<file path="src/rtl/alu_exec32.sv">
// RV32 execute stage: single-cycle add/sub/logic/compare, bit-serial shifts,
// valid/ready handshakes on both sides and a registered result.
module alu_exec32 #(
   parameter int XLEN     = 32,
   parameter int OP_WIDTH = 10
) (
   input  logic                clk,
   input  logic                rst,
   input  logic                in_valid,
   output logic                in_ready,
   input  logic [OP_WIDTH-1:0] op,
   input  logic [XLEN-1:0]     rs1,
   input  logic [XLEN-1:0]     rs2,
   output logic                out_valid,
   input  logic                out_ready,
   output logic [XLEN-1:0]     result,
   output logic                err
);

   typedef enum logic [1:0] {IDLE, SHIFT, DONE} state_t;

   state_t          state_q, state_d;
   logic [XLEN-1:0] result_q, result_d;
   logic            err_q, err_d;
   logic [4:0]      cnt_q, cnt_d;
   logic [2:0]      shk_q, shk_d;   // one-hot {sra, srl, sll}
   logic [XLEN-1:0] alu_val;
   logic            accept, op_onehot, op_is_shift;

   assign op_onehot   = (op != '0) && ((op & (op - OP_WIDTH'(1))) == '0);
   assign op_is_shift = |op[7:5];
   assign in_ready    = (state_q == IDLE) || ((state_q == DONE) && out_ready);
   assign accept      = in_valid && in_ready;
   assign out_valid   = (state_q == DONE);
   assign result      = result_q;
   assign err         = err_q;

   // Only consulted when op is known to be one-hot.
   always_comb begin
      alu_val = '0;
      case (1'b1)
         op[0]: alu_val = rs1 + rs2;
         op[1]: alu_val = rs1 - rs2;
         op[2]: alu_val = rs1 & rs2;
         op[3]: alu_val = rs1 | rs2;
         op[4]: alu_val = rs1 ^ rs2;
         op[8]: alu_val = {{(XLEN-1){1'b0}}, $signed(rs1) < $signed(rs2)};
         op[9]: alu_val = {{(XLEN-1){1'b0}}, rs1 < rs2};
         default: alu_val = '0;
      endcase
   end

   always_comb begin
      state_d  = state_q;
      result_d = result_q;
      err_d    = err_q;
      cnt_d    = cnt_q;
      shk_d    = shk_q;

      case (state_q)
         SHIFT: begin
            cnt_d = cnt_q - 5'd1;
            if (shk_q[0])
               result_d = result_q << 1;
            else if (shk_q[1])
               result_d = result_q >> 1;
            else
               result_d = {result_q[XLEN-1], result_q[XLEN-1:1]};
            if (cnt_q == 5'd1)
               state_d = DONE;
         end
         DONE: begin
            if (out_ready)
               state_d = IDLE;
         end
         default: ;
      endcase

      // A new accept overrides the DONE->IDLE drain so results stream back-to-back.
      if (accept) begin
         if (!op_onehot) begin
            result_d = '0;
            err_d    = 1'b1;
            state_d  = DONE;
         end else if (op_is_shift) begin
            result_d = rs1;
            err_d    = 1'b0;
            shk_d    = op[7:5];
            cnt_d    = rs2[4:0];
            state_d  = (rs2[4:0] == 5'd0) ? DONE : SHIFT;
         end else begin
            result_d = alu_val;
            err_d    = 1'b0;
            state_d  = DONE;
         end
      end
   end

   always_ff @(posedge clk) begin
      if (rst) begin
         state_q  <= IDLE;
         result_q <= '0;
         err_q    <= 1'b0;
         cnt_q    <= '0;
         shk_q    <= '0;
      end else begin
         state_q  <= state_d;
         result_q <= result_d;
         err_q    <= err_d;
         cnt_q    <= cnt_d;
         shk_q    <= shk_d;
      end
   end

endmodule

</file>
<file path="config.mk">
export PLATFORM = sky130hd
export DESIGN_NAME = alu_exec32
export DESIGN_NICKNAME = d
export VERILOG_FILES = /design/src/rtl/alu_exec32.sv
export SDC_FILE = /design/constraint.sdc
export NUM_CORES = 1
export LEC_CHECK = 0
export CAP_MARGIN = 40
export CORE_UTILIZATION = 25
export DETAILED_ROUTE_END_ITERATION = 8
export GPL_TIMING_DRIVEN = 0
export PLACE_DENSITY = 0.53
export SYNTH_ARGS = -nofsm -noshare
export SYNTH_HDL_FRONTEND = slang
export SYNTH_SLANG_ARGS = --single-unit
</file>
<file path="constraint.sdc">
create_clock -name clk -period 3.4 [get_ports clk]
set_clock_uncertainty 0.1 [all_clocks]
set_input_delay 0.34 -clock clk [delete_from_list [all_inputs] [get_ports clk]]
set_output_delay 0.34 -clock clk [all_outputs]
set_load 0.02 [all_outputs]
</file>
==> results.py <==
metrics = {
    "outcome": {
        "status": "finished with violations",
        "violations": "setup timing",
    },
    "die": {
        "pin_count": 113,
        "rows": 66,
        "dieWidth_um": 184.8,
        "die_area_um2": 34130,
        "core_area_um2": 32700,
        "die_h_um": 184.8,
        "initial_core_util_pct": 25.53,
    },
    "detailed_routing": {
        "vias": 10620,
        "drtIter0Drc": 1152,
        "antenna_left": 0,
        "drt-vias-per-instance": 5.891,
        "dr.pass1.iters": 6,
        "routedWlPerCell_um": 24.04,
        "drc": 0,
        "totalWireLength_um": 43320,
    },
    "timing": {
        "hold_ws_ns": 0.3123,
        "fin_crit_sh_pct": 100.6,
        "setup_violations": 1,
        "slew_headroom_pct": 30.59,
        "fin_ws_ns": -0.02192,
        "fmax_mhz": 292.2,
        "period_needed_ns": 3.422,
        "rsz0062_at_grt": "yes",
        "worstMarginPinSlew_ns": 1.041,
        "finalMaxSlewViolations": 0,
        "hold_viol": 0,
    },
    "critical_path": {
        "rr_startpoint": "state_q[1]$_SDFFE_PP0P_",
        "worstSetupPathType": "input port to flip-flop",
        "worstSetupEndpointType": "flip-flop",
        "r2r-end": "result[5]$_SDFFE_PP0P_",
        "crit_fanout": 10,
        "crit_path_start_kind": "input port",
        "worstPathRequired_ns": 3.49,
        "rr_worst_depth": 8,
        "r2r_slack_ns": 0.32,
        "cp.arrival_ns": 3.51,
    },
    "yosys": {
        "synth.distinct_cells": 76,
        "syn_nets": 1407,
        "synth_top_area_share_pct": 14.69,
        "post-synth-top-count-cell": "a21oi_1",
        "synth.cells.most_frequent": "154 x a21oi_1, 112 x nor2_1, 102 x inv_1, 98 x ha_1, 77 x o21ai_0",
        "yosysTopAreaCell": "ha_1",
        "syn_area_per_cell_um2": 6.794,
        "synth_ff_type": "dfxtp_1",
        "synthCells": 1229,
        "synth-seq-area-share_pct": 10.07,
        "synthArstFlopShare_pct": 0,
        "synthTopCellsByArea": "ha_1 15%, dfxtp_1 10%, a21oi_1 9.2%",
        "ys_ff_latch": 42,
        "ys.warnings.count": 0,
        "synth_edf_count": 0,
        "synth_area_um2": 8349,
    },
    "hold_path": {
        "hold_end": "cnt_q[4]$_SDFF_PP0_",
        "hp-start": "rs2[4]",
        "whs_path_depth": 3,
        "hp-class": "input port to flip-flop",
    },
    "power_and_ir_drop": {
        "swShare_pct": 45.47,
        "ir_drop_mv": 0.1541,
        "power.density_nw_per_um2": 243.2,
        "intPower_mw": 1.427,
        "clkPwrFrac_pct": 22.4,
        "leakage_nw": 4.171,
        "p_total_mw": 2.617,
        "seqPwrFrac_pct": 20.8,
        "p_switching_mw": 1.190,
        "combinationalPowerShare_pct": 56.8,
    },
    "placed_design": {
        "placed_cells": 1788,
        "place_area_um2": 10070,
        "gp_congestion": 0.9571,
        "dp_hpwl_um": 33010,
        "port-buffer-count": 110,
    },
    "cts": {
        "cts_buffers": 5,
        "cts.clk_slew.worst_paths_ns": 0.07,
        "clockBufferDepth": 2,
        "cts_sinks": 42,
        "cts-hold-fix-buffers": 0,
        "clock_latency_ns": 0.30,
        "cts-root-buf": "clkbuf_16",
        "cts_tree": "built",
        "h-tree-depth": 2,
    },
    "job": {
        "drv_cap": 0,
    },
    "finish": {
        "stdcell_count": 1802,
        "drive_above_1_share_pct": 10.15,
        "area_growth_pct": 28.92,
        "design_area_um2": 10760,
        "finalNetCount": 1538,
        "diodes": 0,
    },
    "grt": {
        "grt-ovfl-total": 0,
        "grt_pass1_wl_um": 63400,
        "first_global_vias": 9682,
        "track_usage_pct": 24.85,
        "grt_max_degree": 13,
        "antenna_found_initial": 0,
    },
}
-- power by group through the flow --
stage	registers [mW]	logic (mW)	clock network, mW
floorplan	0.561	0.801	0
global placement	0.554	1.32	0
detailed placement	0.554	1.33	0
CTS	0.542	1.39	0.579
global route	0.544	1.58	0.598
finish	0.544	1.49	0.587
-- state kept, by name (all words and copies together), names as in the netlist --
signal   cells
shk_q        2
err          1
result      32
state_q      2
cnt_q        5
-- through the flow --
stage	TNS [ns]	setup slack (ns)	util (%)
3_5_place_dp	-12.72	-0.8652	30.79
6_report	-0.02192	-0.02192	32.92
4_1_cts	0	0.002457	32.09
3_3_place_gp	-16.40	-1.150	30.59
2_1_floorplan	0	0.3868	-
5_1_grt	-0.1305	-0.07247	32.92
-- how the worst max path moves through the flow --
stage,from,to
4_1_cts,op[0],result[19]$_SDFFE_PP0P_
3_3_place_gp,rs2[4],result[29]$_SDFFE_PP0P_
2_1_floorplan,rs1[0],result[24]$_SDFFE_PP0P_
6_report,rs1[12],result[26]$_SDFFE_PP0P_
5_1_grt,rs1[12],result[26]$_SDFFE_PP0P_
3_5_place_dp,rs1[7],result[30]$_SDFFE_PP0P_
-- cell type report --
type | count | area [um^2]
Buffer | 89 | 406.6
Sequential cell | 42 | 840.8
Fill cell | 3607 | 21940
Tap cell | 442 | 553.0
Clock buffer | 6 | 138.9
Clock inverter | 1 | 30.03
Multi-Input combinational cell | 991 | 7139
Timing Repair Buffer | 128 | 1269
Inverter | 103 | 386.6
-- layout by cell type, fill, tap and decap left out, drive strengths merged, types with 12 or more instances in the layout --
cell type,count
o31ai,16
a21o,14
nand2b,15
a31oi,15
nor4,13
buf,39
nand2,71
o21a,12
mux2i,28
mux2,12
nor3,26
or3,12
nor2,112
xnor2,27
clkbuf,75
clkdlybuf4s50,93
nand3,22
a21oi,155
o21ai,82
ha,98
dfxtp,42
nor2b,14
o211ai,28
a211oi,67
o21bai,14
inv,103
-- cell families after synthesis --
family	synth area share, %
adders and majority gates	15.17
buffers and inverters	9.006
xor gates and xnor gates	3.252
and+or+nand+nor	18.99
DFF	10.07
muxes	4.975
AOI/OAI and AO/OA	38.54
-- critical path, stage by stage --
cell and delay, ns:
clkdlybuf4s50_1 0.60, inv_1 0.07, ha_1 0.33, clkbuf_2 0.21
nor2_1 0.27, o31ai_1 0.17, a31oi_4 0.29, o31ai_4 0.14
o211ai_1 0.48, mux2_2 0.41, a21oi_1 0.14, a21oi_1 0.05
-- metal layers --
metal  part of all wire, %  up-vias  global-route usage, %
met5                     0        -                      0
met4                   4.0        0                  8.463
met3                   9.1       98                  3.181
met2                    44      603                  39.86
met1                    43     5138                  33.99
li1                      -     4777                      -
-- repair_timing --
item | CTS | global route
pin swaps | 8 | 20
gates resized for setup | 63 | 79
endpoints found under the setup margin | 23 | 28
buffers inserted | 3 | 8
No activity file was read; power rests on OpenSTA's default activity.
